<file path="src/rtl/mem_access_unit_if.sv">
`default_nettype none
// ============================================================================
// Module      : mem_access_unit_if
// Description : Data-memory req/ack bus between the MEM stage and data memory.
// Revision    : 1.0 - initial release
// ============================================================================
interface mem_access_unit_if;
  logic        dmem_req;
  logic        dmem_we;
  logic [31:0] dmem_addr;
  logic [31:0] dmem_wdata;
  logic [31:0] dmem_rdata;
  logic        dmem_ack;

  modport master (
    output dmem_req, dmem_we, dmem_addr, dmem_wdata,
    input  dmem_rdata, dmem_ack
  );

  modport slave (
    input  dmem_req, dmem_we, dmem_addr, dmem_wdata,
    output dmem_rdata, dmem_ack
  );
endinterface
`default_nettype wire

</file>
<file path="src/rtl/mem_access_unit.sv">
`default_nettype none
// ============================================================================
// Module      : mem_access_unit
// Description : MEM stage of the 5-stage MIPS pipeline. Issues loads/stores on
//               a req/ack bus, stalls the front end while an access is
//               outstanding, aborts on misalignment or timeout, and registers
//               the MEM/WB outputs.
// Revision    : 1.0 - initial release
// ============================================================================
module mem_access_unit #(
  parameter int TIMEOUT = 15
) (
  input  wire logic        clk,
  input  wire logic        clrn,
  input  wire logic        MEMwreg,
  input  wire logic        MEMm2reg,
  input  wire logic        MEMwmem,
  input  wire logic [4:0]  MEMwn,
  input  wire logic [31:0] MEMaluResult,
  input  wire logic [31:0] MEMdi,
  mem_access_unit_if.master dmem,
  output logic             mem_stall,
  output logic             mem_err,
  output logic             WBwreg,
  output logic             WBm2reg,
  output logic [4:0]       WBwn,
  output logic [31:0]      WBaluResult,
  output logic [31:0]      WBmo
);

  localparam logic [0:0] S_IDLE = 1'b0;
  localparam logic [0:0] S_WAIT = 1'b1;

  // Last counter value before the access is abandoned.
  localparam logic [7:0] C_TMO_LAST = 8'(TIMEOUT - 1);

  logic [0:0] r_state;
  logic [7:0] r_count;
  logic       r_wreg;
  logic       r_m2reg;

  logic w_memop;
  logic w_misaligned;
  logic w_timeout;

  assign w_memop      = MEMm2reg | MEMwmem;
  assign w_misaligned = (MEMaluResult[1:0] != 2'b00);
  assign w_timeout    = (r_count == C_TMO_LAST);

  // Stall while an aligned access is being launched or is still unacknowledged;
  // gated by reset so the front end is never held while clrn is low.
  assign mem_stall = clrn & ((r_state == S_IDLE) ? (w_memop & ~w_misaligned)
                                                 : ~dmem.dmem_ack);

  // Access FSM, bus drivers and MEM/WB register.
  always_ff @(posedge clk or negedge clrn) begin
    if (!clrn) begin
      r_state          <= S_IDLE;
      r_count          <= 8'd0;
      r_wreg           <= 1'b0;
      r_m2reg          <= 1'b0;
      dmem.dmem_req    <= 1'b0;
      dmem.dmem_we     <= 1'b0;
      dmem.dmem_addr   <= 32'd0;
      dmem.dmem_wdata  <= 32'd0;
      mem_err          <= 1'b0;
      WBwreg           <= 1'b0;
      WBm2reg          <= 1'b0;
      WBwn             <= 5'd0;
      WBaluResult      <= 32'd0;
      WBmo             <= 32'd0;
    end else begin
      mem_err <= 1'b0;
      case (r_state)
        S_IDLE: begin
          if (!w_memop) begin
            // Non-memory op: straight pass-through, one cycle latency.
            WBwreg      <= MEMwreg;
            WBm2reg     <= MEMm2reg;
            WBwn        <= MEMwn;
            WBaluResult <= MEMaluResult;
            WBmo        <= 32'd0;
          end else if (w_misaligned) begin
            // Misaligned access never reaches the bus; retire as a bubble.
            mem_err     <= 1'b1;
            WBwreg      <= 1'b0;
            WBm2reg     <= 1'b0;
            WBwn        <= 5'd0;
            WBaluResult <= 32'd0;
            WBmo        <= 32'd0;
          end else begin
            r_state         <= S_WAIT;
            r_count         <= 8'd0;
            r_wreg          <= MEMwreg;
            r_m2reg         <= MEMm2reg;
            dmem.dmem_req   <= 1'b1;
            dmem.dmem_we    <= MEMwmem;
            dmem.dmem_addr  <= MEMaluResult;
            dmem.dmem_wdata <= MEMdi;
            // Destination and address are parked in the WB register now;
            // the enables stay low so nothing is written back early.
            WBwreg          <= 1'b0;
            WBm2reg         <= 1'b0;
            WBwn            <= MEMwn;
            WBaluResult     <= MEMaluResult;
            WBmo            <= 32'd0;
          end
        end
        S_WAIT: begin
          if (dmem.dmem_ack) begin
            // Ack wins over a coincident timeout.
            r_state       <= S_IDLE;
            dmem.dmem_req <= 1'b0;
            WBwreg        <= r_wreg;
            WBm2reg       <= r_m2reg;
            WBmo          <= r_m2reg ? dmem.dmem_rdata : 32'd0;
          end else if (w_timeout) begin
            r_state       <= S_IDLE;
            dmem.dmem_req <= 1'b0;
            mem_err       <= 1'b1;
            WBwreg        <= 1'b0;
            WBm2reg       <= 1'b0;
            WBwn          <= 5'd0;
            WBaluResult   <= 32'd0;
            WBmo          <= 32'd0;
          end else begin
            r_count <= r_count + 8'd1;
            WBwreg  <= 1'b0;
            WBm2reg <= 1'b0;
          end
        end
        default: begin
          r_state       <= S_IDLE;
          dmem.dmem_req <= 1'b0;
        end
      endcase
    end
  end

endmodule
`default_nettype wire

</file>
<file path="src/flat_wrapper.sv">
// flat-port wrapper written by rule: the top's interface ports become plain ports
module mem_access_unit_flat 
#(
  parameter int TIMEOUT = 15
)
  (clk, clrn, MEMwreg, MEMm2reg, MEMwmem, MEMwn, MEMaluResult, MEMdi, mem_stall, mem_err, WBwreg, WBm2reg, WBwn, WBaluResult, WBmo, dmem_dmem_req, dmem_dmem_we, dmem_dmem_addr, dmem_dmem_wdata, dmem_dmem_rdata, dmem_dmem_ack);
  mem_access_unit_if dmem_i ();
  input  wire logic clk;
  input  wire logic clrn;
  input  wire logic MEMwreg;
  input  wire logic MEMm2reg;
  input  wire logic MEMwmem;
  input  wire logic [4:0] MEMwn;
  input  wire logic [31:0] MEMaluResult;
  input  wire logic [31:0] MEMdi;
  output logic mem_stall;
  output logic mem_err;
  output logic WBwreg;
  output logic WBm2reg;
  output logic [4:0] WBwn;
  output logic [31:0] WBaluResult;
  output logic [31:0] WBmo;
  output wire logic [$bits(dmem_i.dmem_req)-1:0] dmem_dmem_req;
  output wire logic [$bits(dmem_i.dmem_we)-1:0] dmem_dmem_we;
  output wire logic [$bits(dmem_i.dmem_addr)-1:0] dmem_dmem_addr;
  output wire logic [$bits(dmem_i.dmem_wdata)-1:0] dmem_dmem_wdata;
  input wire logic [$bits(dmem_i.dmem_rdata)-1:0] dmem_dmem_rdata;
  input wire logic [$bits(dmem_i.dmem_ack)-1:0] dmem_dmem_ack;
  assign dmem_dmem_req = dmem_i.dmem_req;
  assign dmem_dmem_we = dmem_i.dmem_we;
  assign dmem_dmem_addr = dmem_i.dmem_addr;
  assign dmem_dmem_wdata = dmem_i.dmem_wdata;
  assign dmem_i.dmem_rdata = dmem_dmem_rdata;
  assign dmem_i.dmem_ack = dmem_dmem_ack;
  mem_access_unit #(.TIMEOUT(TIMEOUT)) u_core (.clk(clk), .clrn(clrn), .MEMwreg(MEMwreg), .MEMm2reg(MEMm2reg), .MEMwmem(MEMwmem), .MEMwn(MEMwn), .MEMaluResult(MEMaluResult), .MEMdi(MEMdi), .dmem(dmem_i), .mem_stall(mem_stall), .mem_err(mem_err), .WBwreg(WBwreg), .WBm2reg(WBm2reg), .WBwn(WBwn), .WBaluResult(WBaluResult), .WBmo(WBmo));
endmodule
</file>
<file path="config.mk">
export PLATFORM = sky130hd
export DESIGN_NAME = mem_access_unit_flat
export DESIGN_NICKNAME = d
export VERILOG_FILES = /design/src/rtl/mem_access_unit_if.sv /design/src/rtl/mem_access_unit.sv /design/src/flat_wrapper.sv
export SDC_FILE = /design/constraint.sdc
export NUM_CORES = 1
export LEC_CHECK = 0
export ABC_AREA = 1
export CAP_MARGIN = 10
export CORE_MARGIN = 3
export CORE_UTILIZATION = 46
export CTS_CLUSTER_SIZE = 16
export DETAILED_ROUTE_END_ITERATION = 10
export PLACE_DENSITY = 0.88
export SETUP_SLACK_MARGIN = 0.05
export SLEW_MARGIN = 20
export SYNTH_ARGS = -nofsm -noshare
export SYNTH_HDL_FRONTEND = slang
export SYNTH_SLANG_ARGS = --single-unit
</file>
<file path="constraint.sdc">
create_clock -name clk -period 4.7 [get_ports clk]
set_clock_uncertainty 0.2 [all_clocks]
set_input_delay 0.705 -clock clk [delete_from_list [all_inputs] [get_ports clk]]
set_output_delay 0.705 -clock clk [all_outputs]
set_load 0.01 [all_outputs]
</file>
== After elaboration in Yosys (flattened, before gate mapping) ==
Index checks and enable logic that the tools add are counted.
Word-level totals
  latch bits: 0
  ROM bits: 0
  register bits: 149
  memories: 0
  RAM bits: 0
  output and inout port bits: 139
  bits of input ports: 107
  logic and storage cells: 73
Operators by class
  bitwise gates (word level): 6
  divide/modulo/power cells: 0
  mux-type cells: 40
  shift operators: 0
  add/sub/neg operators: 1
  $mul: 0
  reductions and logical operators: 5
  equal/unequal tests: 7
  order comparisons: 0
Operators by type and width (count)
  32-bit 2-to-1 mux: 6
  32-bit case mux with 2 select lines: 2
  8-bit 2-to-1 mux: 4
  5-bit 2-to-1 mux: 4
  1-bit 2-to-1 mux: 17
  8-bit case mux with 2 select lines: 1
  1-bit case mux with 2 select lines: 5
  5-bit case mux with 2 select lines: 1
  8-bit by 1-bit adder with 8-bit output, second input constant: 1
  8-bit by 4-bit equality test with 1-bit output, second input constant: 1
  2-bit != test, second input constant: 4
  3-bit AND reduction: 2
  4-bit AND reduction: 1
  3-bit != test, second input constant: 1
  1-bit NOT: 3
  1-bit AND: 2
  2-bit by 1-bit != test with 1-bit output, second input constant: 1
  2-bit AND reduction: 1
  2-bit nonzero test: 1
  1-bit bitwise OR: 1

== Longest topological paths before layout ==
  depth in word-level cells: 5
  mapped depth: 10
  mapped depth without buffers: 9

== Least setup slack after synthesis ==
OpenSTA, ideal clock, no wires.
  path kind: in2out
  start: in MEMm2reg
  end: out mem_stall
  arrival time: 1.379 ns
  setup slack: 2.416 ns
  required time: 3.795 ns
  stages on the path: 5
  path buffers: 1
  cell sequence: inv_1 -> nand2_1 -> nand3_1 -> buf_2 -> a21boi_0
On the way
  longest elaborated chain between the ends: 4
RTL lines
  start, declared: line flat_wrapper.sv:11  | input wire logic MEMm2reg;
  1-bit bitwise OR: line mem_access_unit.sv:46  | assign w_memop = MEMm2reg | MEMwmem;
  1-bit AND: line mem_access_unit.sv:52  | assign mem_stall = clrn & ((r_state == S_IDLE) ? (w_memop & ~w_misaligned)
  1-bit 2-to-1 mux: line mem_access_unit.sv:52
  1-bit AND: line mem_access_unit.sv:52
  end, declared: line flat_wrapper.sv:16  | output logic mem_stall;
Every way passes these cells.

== Worst setup path in the final report ==
  start: reg u_core.r_state
  end: out mem_stall
On the way
  longest elaborated chain between the ends: 2
RTL lines
  start, declared: line mem_access_unit.sv:37  | logic [0:0] r_state;
  start signal, assigned: line mem_access_unit.sv:58  | r_state <= S_IDLE;
  start signal, assigned: line mem_access_unit.sv:92  | r_state <= S_WAIT;
  start signal, assigned: line mem_access_unit.sv:112  | r_state <= S_IDLE;
  1-bit 2-to-1 mux: line mem_access_unit.sv:52
  1-bit AND: line mem_access_unit.sv:52
Every way passes these cells.

==> run summary <==
The worst setup slack after layout is ~1.3 ns. The number of global-route vias before repair is 5471. For this configuration, the core starts out at a cell density of between 40% and 50%. The slew at the pin closest to its max-slew limit is ~1.0 ns.

The share of final-layout standard cells stronger than drive strength 1 came out at 5.320%. sky130_fd_sc_hd__dfrtp_1 takes more of the synthesized area than any other cell. The critical path's largest stage delay came out at between 0.5 and 0.6 ns. The chip width is 119.1 um. The run finished with clean final reports. Before CTS, the worst setup slack after placement is 1.520 ns. Compared with the post-synthesis result, the final layout area differs by 52.59%. After synthesis, the netlist uses 25 different library cells. The cell chosen for the clock root is sky130_fd_sc_hd__clkbuf_16. Dividing the detail-routed wire length by the instance count gives 15.86 um. The via count normalized by instance count came out at between 4 and 5. Summed over its instances, the top area cell type makes up 63.32% of the synthesized netlist area.

The floorplan die height is 119.1 um. The post-synthesis net count is 779. The floorplan has 40 rows.

The floorplan core area is 12260 um2. The post-synthesis share of cell area spent on xor and xnor gates is 0%. The average size of a mapped cell is slightly below 9 um2. The post-synthesis simple-gate area fraction came out at 30.51%. The final critical path takes up approximately 73% of the cycle.

The number of buffer and inverter instances along the worst setup path came out at 2. The final weighted congestion of routability-driven global placement is about 0.84. The arithmetic-cell share of the synthesized area counting full adders, half adders and majority gates is 0.4250%. TritonCTS built the clock tree.

The layer flagged by global routing as most heavily used is met2. In this run the number of H-tree levels came out at 4. The total global routing overflow came out at 0.

The max-slew violation count was 0. By count the netlist is led by sky130_fd_sc_hd__nand2_1, sky130_fd_sc_hd__dfrtp_1, sky130_fd_sc_hd__nand3_1, sky130_fd_sc_hd__inv_1, sky130_fd_sc_hd__buf_2. The number of remaining DRC errors came out at 0. The aggregate routed wire length is 17270 um. The post-synth design cell area is 5888 um2. The buffer levels on the longest clock path is 2. Global routing used 28.91% of the available met1 tracks. Setup repair after global routing left no endpoint under its margin. STA classifies the critical path startpoint as a flop.

The initial antenna violation count is 1. Setup violations remaining at the end of the flow were counted as 0. Measured against the total synthesized area, the mux share comes to 0%. Counting the fill cells in the layout gives between 800 and 900. Buffers placed on the I/O ports in this run total about 250. The count of flip-flops with a built-in enable after synthesis is 0. Clock tree synthesis inserted a total of 17 buffers. For the worst setup path, the data required time is about 3.8 ns. The synthesis-stage register bit count came out at 149. The total track usage is 24.84%.

The clock latency on the worst-skew pair is 0.41 ns. The total number of nets in the final design came out at 1017. The fraction of met3 tracks used by global routing came out at between 10% and 20%. The share of flip-flops with an asynchronous set or reset after synthesis is 100.0%.

The total number of clock tree sinks came out at 149. In this run, the number of DRC markers left after iteration 0 of detailed routing was roughly 350. 0 antenna diodes ended up in the layout.

Among all stages on the critical path, the largest delay is contributed by sky130_fd_sc_hd__dfrtp_1. Broken down by cell family, the worst path's largest delay share belongs to buffers and inverters. By area, the combinational part of the netlist is dominated by simple AND/OR/NAND/NOR gates.

The total of warnings raised by yosys came out at 0. The placed wire-length estimate after detailed placement is 11680 um. The top-level port count came out at 246. For the final routed database, the setup TNS stands at 0 ns. The predominant post-synthesis flop cell is sky130_fd_sc_hd__dfrtp_1. The hold violation total from the final report came out at 0.

The maximum operating frequency came out at 0.2921 GHz. The worst path in the final design needs a cycle of 3.424 ns, including I/O delays and setup. Clock-pin slew was measured on the worst setup and hold paths at 0.06 ns. The worst endpoint data arrival time is about 2.5 ns. Yosys attributes the largest share of cell area to sky130_fd_sc_hd__dfrtp_1, sky130_fd_sc_hd__nand2_1, sky130_fd_sc_hd__nand3_1. The critical path goes through inv_2 > or2_1 > a21boi_0 > clkdlybuf4s50_1.

The worst setup path is of the reg2out kind. The number of iterations in the first detailed-routing pass came out at 5. The die covers 14190 um2. The maximum fanout along the worst path came out at 37. The static leakage power is 4.490 nW. The worst-case IR drop observed on VDD is 0.3079 mV. The vias after detailed routing is 5338. Summing the areas of all compound-gate instances in the mapped netlist gives 1.636% of the synthesized area. The path class of the tightest hold or removal check is reg2reg.

The number of cells produced by synthesis is 670. The worst setup path is captured at an output pin. The max-capacitance violation count came out at 0.

In this run the remaining antenna-violating nets after routing total 0. For this run, global-route usage on met2 was measured as 41.01%. The maximum number of pins on one net before global-route repair is 73.

In this run the post-CTS setup repair buffer count came out at 0. Yosys instantiated no cell more often than sky130_fd_sc_hd__nand2_1. The worst slew margin relative to its limit is a little under a third.

The total power per unit cell area is 406.8 nW/um2. The sequential fraction of the synthesis area is 63.32%. The first-pass GRT wire length is ~28000 um.
tightest hold or removal path, stage by stage (launching register included):
cell	delay (ns)
sky130_fd_sc_hd__dfrtp_1	0.34
sky130_fd_sc_hd__nand2_1	0.05
sky130_fd_sc_hd__nand2_1	0.05
timing repair:
| action | 4_1_cts | 5_1_grt |
|---|---|---|
| hold endpoints to repair | 30 | 0 |
| hold buffers | 1 | 0 |
| gates resized for setup | 0 | 0 |
sequential cells by signal (all words and copies together) (netlist names):
| signal | flops |
|---|---|
| u_core.WBmo | 32 |
| u_core.WBm2reg | 1 |
| u_core.WBaluResult | 32 |
| u_core.dmem.dmem_req | 1 |
| u_core.r_m2reg | 1 |
| u_core.dmem.dmem_addr | 32 |
| u_core.r_wreg | 1 |
| u_core.mem_err | 1 |
| u_core.dmem.dmem_wdata | 32 |
| u_core.r_state | 1 |
| u_core.WBwreg | 1 |
| u_core.r_count | 8 |
| u_core.dmem.dmem_we | 1 |
| u_core.WBwn | 5 |
power breakdown:
| group | internal, W | total [W] | switching (W) |
|---|---|---|---|
| registers | 0.00146 | 0.00157 | 0.000108 |
| logic | 0.000440 | 0.000826 | 0.000386 |
| clock network | 0.000738 | 0.00126 | 0.000524 |
stage by stage:
step	area (um2)	power, W	utilization, %	cells	hold slack, ns
floorplan	5888	0.001876	-	670	0.2094
global placement	8421	0.002390	68.67	1056	0.2517
detailed placement	8421	0.002410	68.67	1056	0.2583
CTS	8984	0.003682	73.27	1089	0.2732
global route	8985	0.003820	73.28	1089	0.2847
finish	8985	0.003655	73.28	1089	0.2701
layer usage:
layer	share of wire, %	vias to the layer above
met5	0.075	-
met2	48	247
met3	10	29
li1	-	2541
met1	39	2519
met4	2.1	2
final timing paths:
| check | startpoint | end | slack [ns] | cells after the start |
|---|---|---|---|---|
| setup / recovery | u_core.r_state | mem_stall | 1.28 | 4 |
| hold / removal | u_core.WBmo[18] | u_core.WBmo[18] | 0.27 | 2 |
| min in group asynchronous | clrn | u_core.WBmo[29] | 0.54 | 2 |
| hold reg to reg | u_core.WBmo[18] | u_core.WBmo[18] | 0.27 | 2 |
| max in group asynchronous | clrn | u_core.dmem.dmem_addr[7] | 2.64 | 3 |
| setup reg to reg | u_core.r_state | u_core.r_count[3] | 1.98 | 6 |
cells in the final DEF, fill, tap and decap left out, types with 2 or more instances in the layout:
| cell type | netlist | final |
|---|---|---|
| sky130_fd_sc_hd__nand2_1 | 393 | 393 |
| sky130_fd_sc_hd__clkdlybuf4s50_1 | 0 | 244 |
| sky130_fd_sc_hd__dfrtp_1 | 149 | 149 |
| sky130_fd_sc_hd__nand3_1 | 45 | 44 |
| sky130_fd_sc_hd__clkbuf_16 | 0 | 17 |
| sky130_fd_sc_hd__inv_1 | 14 | 14 |
| sky130_fd_sc_hd__o21ai_0 | 8 | 8 |
| sky130_fd_sc_hd__clkinv_2 | 0 | 7 |
| sky130_fd_sc_hd__nor2_1 | 6 | 6 |
| sky130_fd_sc_hd__clkinv_4 | 0 | 4 |
| sky130_fd_sc_hd__buf_4 | 5 | 4 |
| sky130_fd_sc_hd__inv_2 | 4 | 3 |
| sky130_fd_sc_hd__nand2_2 | 3 | 3 |
| sky130_fd_sc_hd__nor2_2 | 2 | 2 |
| sky130_fd_sc_hd__o21bai_1 | 2 | 2 |
| sky130_fd_sc_hd__nand3b_1 | 2 | 2 |
| sky130_fd_sc_hd__o21ai_1 | 2 | 2 |
| sky130_fd_sc_hd__ha_1 | 2 | 2 |
| sky130_fd_sc_hd__clkinvlp_4 | 0 | 2 |
kinds of logic (layout without fill, tap and decap cells):
family                     Yosys count  after routing
and+or+nand+nor                    454            454
buffers and inverters               49            300
AOI/OAI and AO/OA                   16             16
DFF                                149            149
adders and majority gates            2              2
layout make-up:
| type | count | area, um2 | area share, % |
|---|---|---|---|
| Clock inverter | 13 | 110.1 | 1.225 |
| Multi-Input combinational cell | 472 | 1931 | 21.49 |
| Sequential cell | 149 | 3729 | 41.50 |
| Tap cell | 168 | 210.2 | 2.340 |
| Inverter | 18 | 68.82 | 0.7659 |
| Clock buffer | 19 | 442.9 | 4.930 |
| Timing Repair Buffer | 250 | 2494 | 27.75 |
Power figures use the tool's default switching activity.
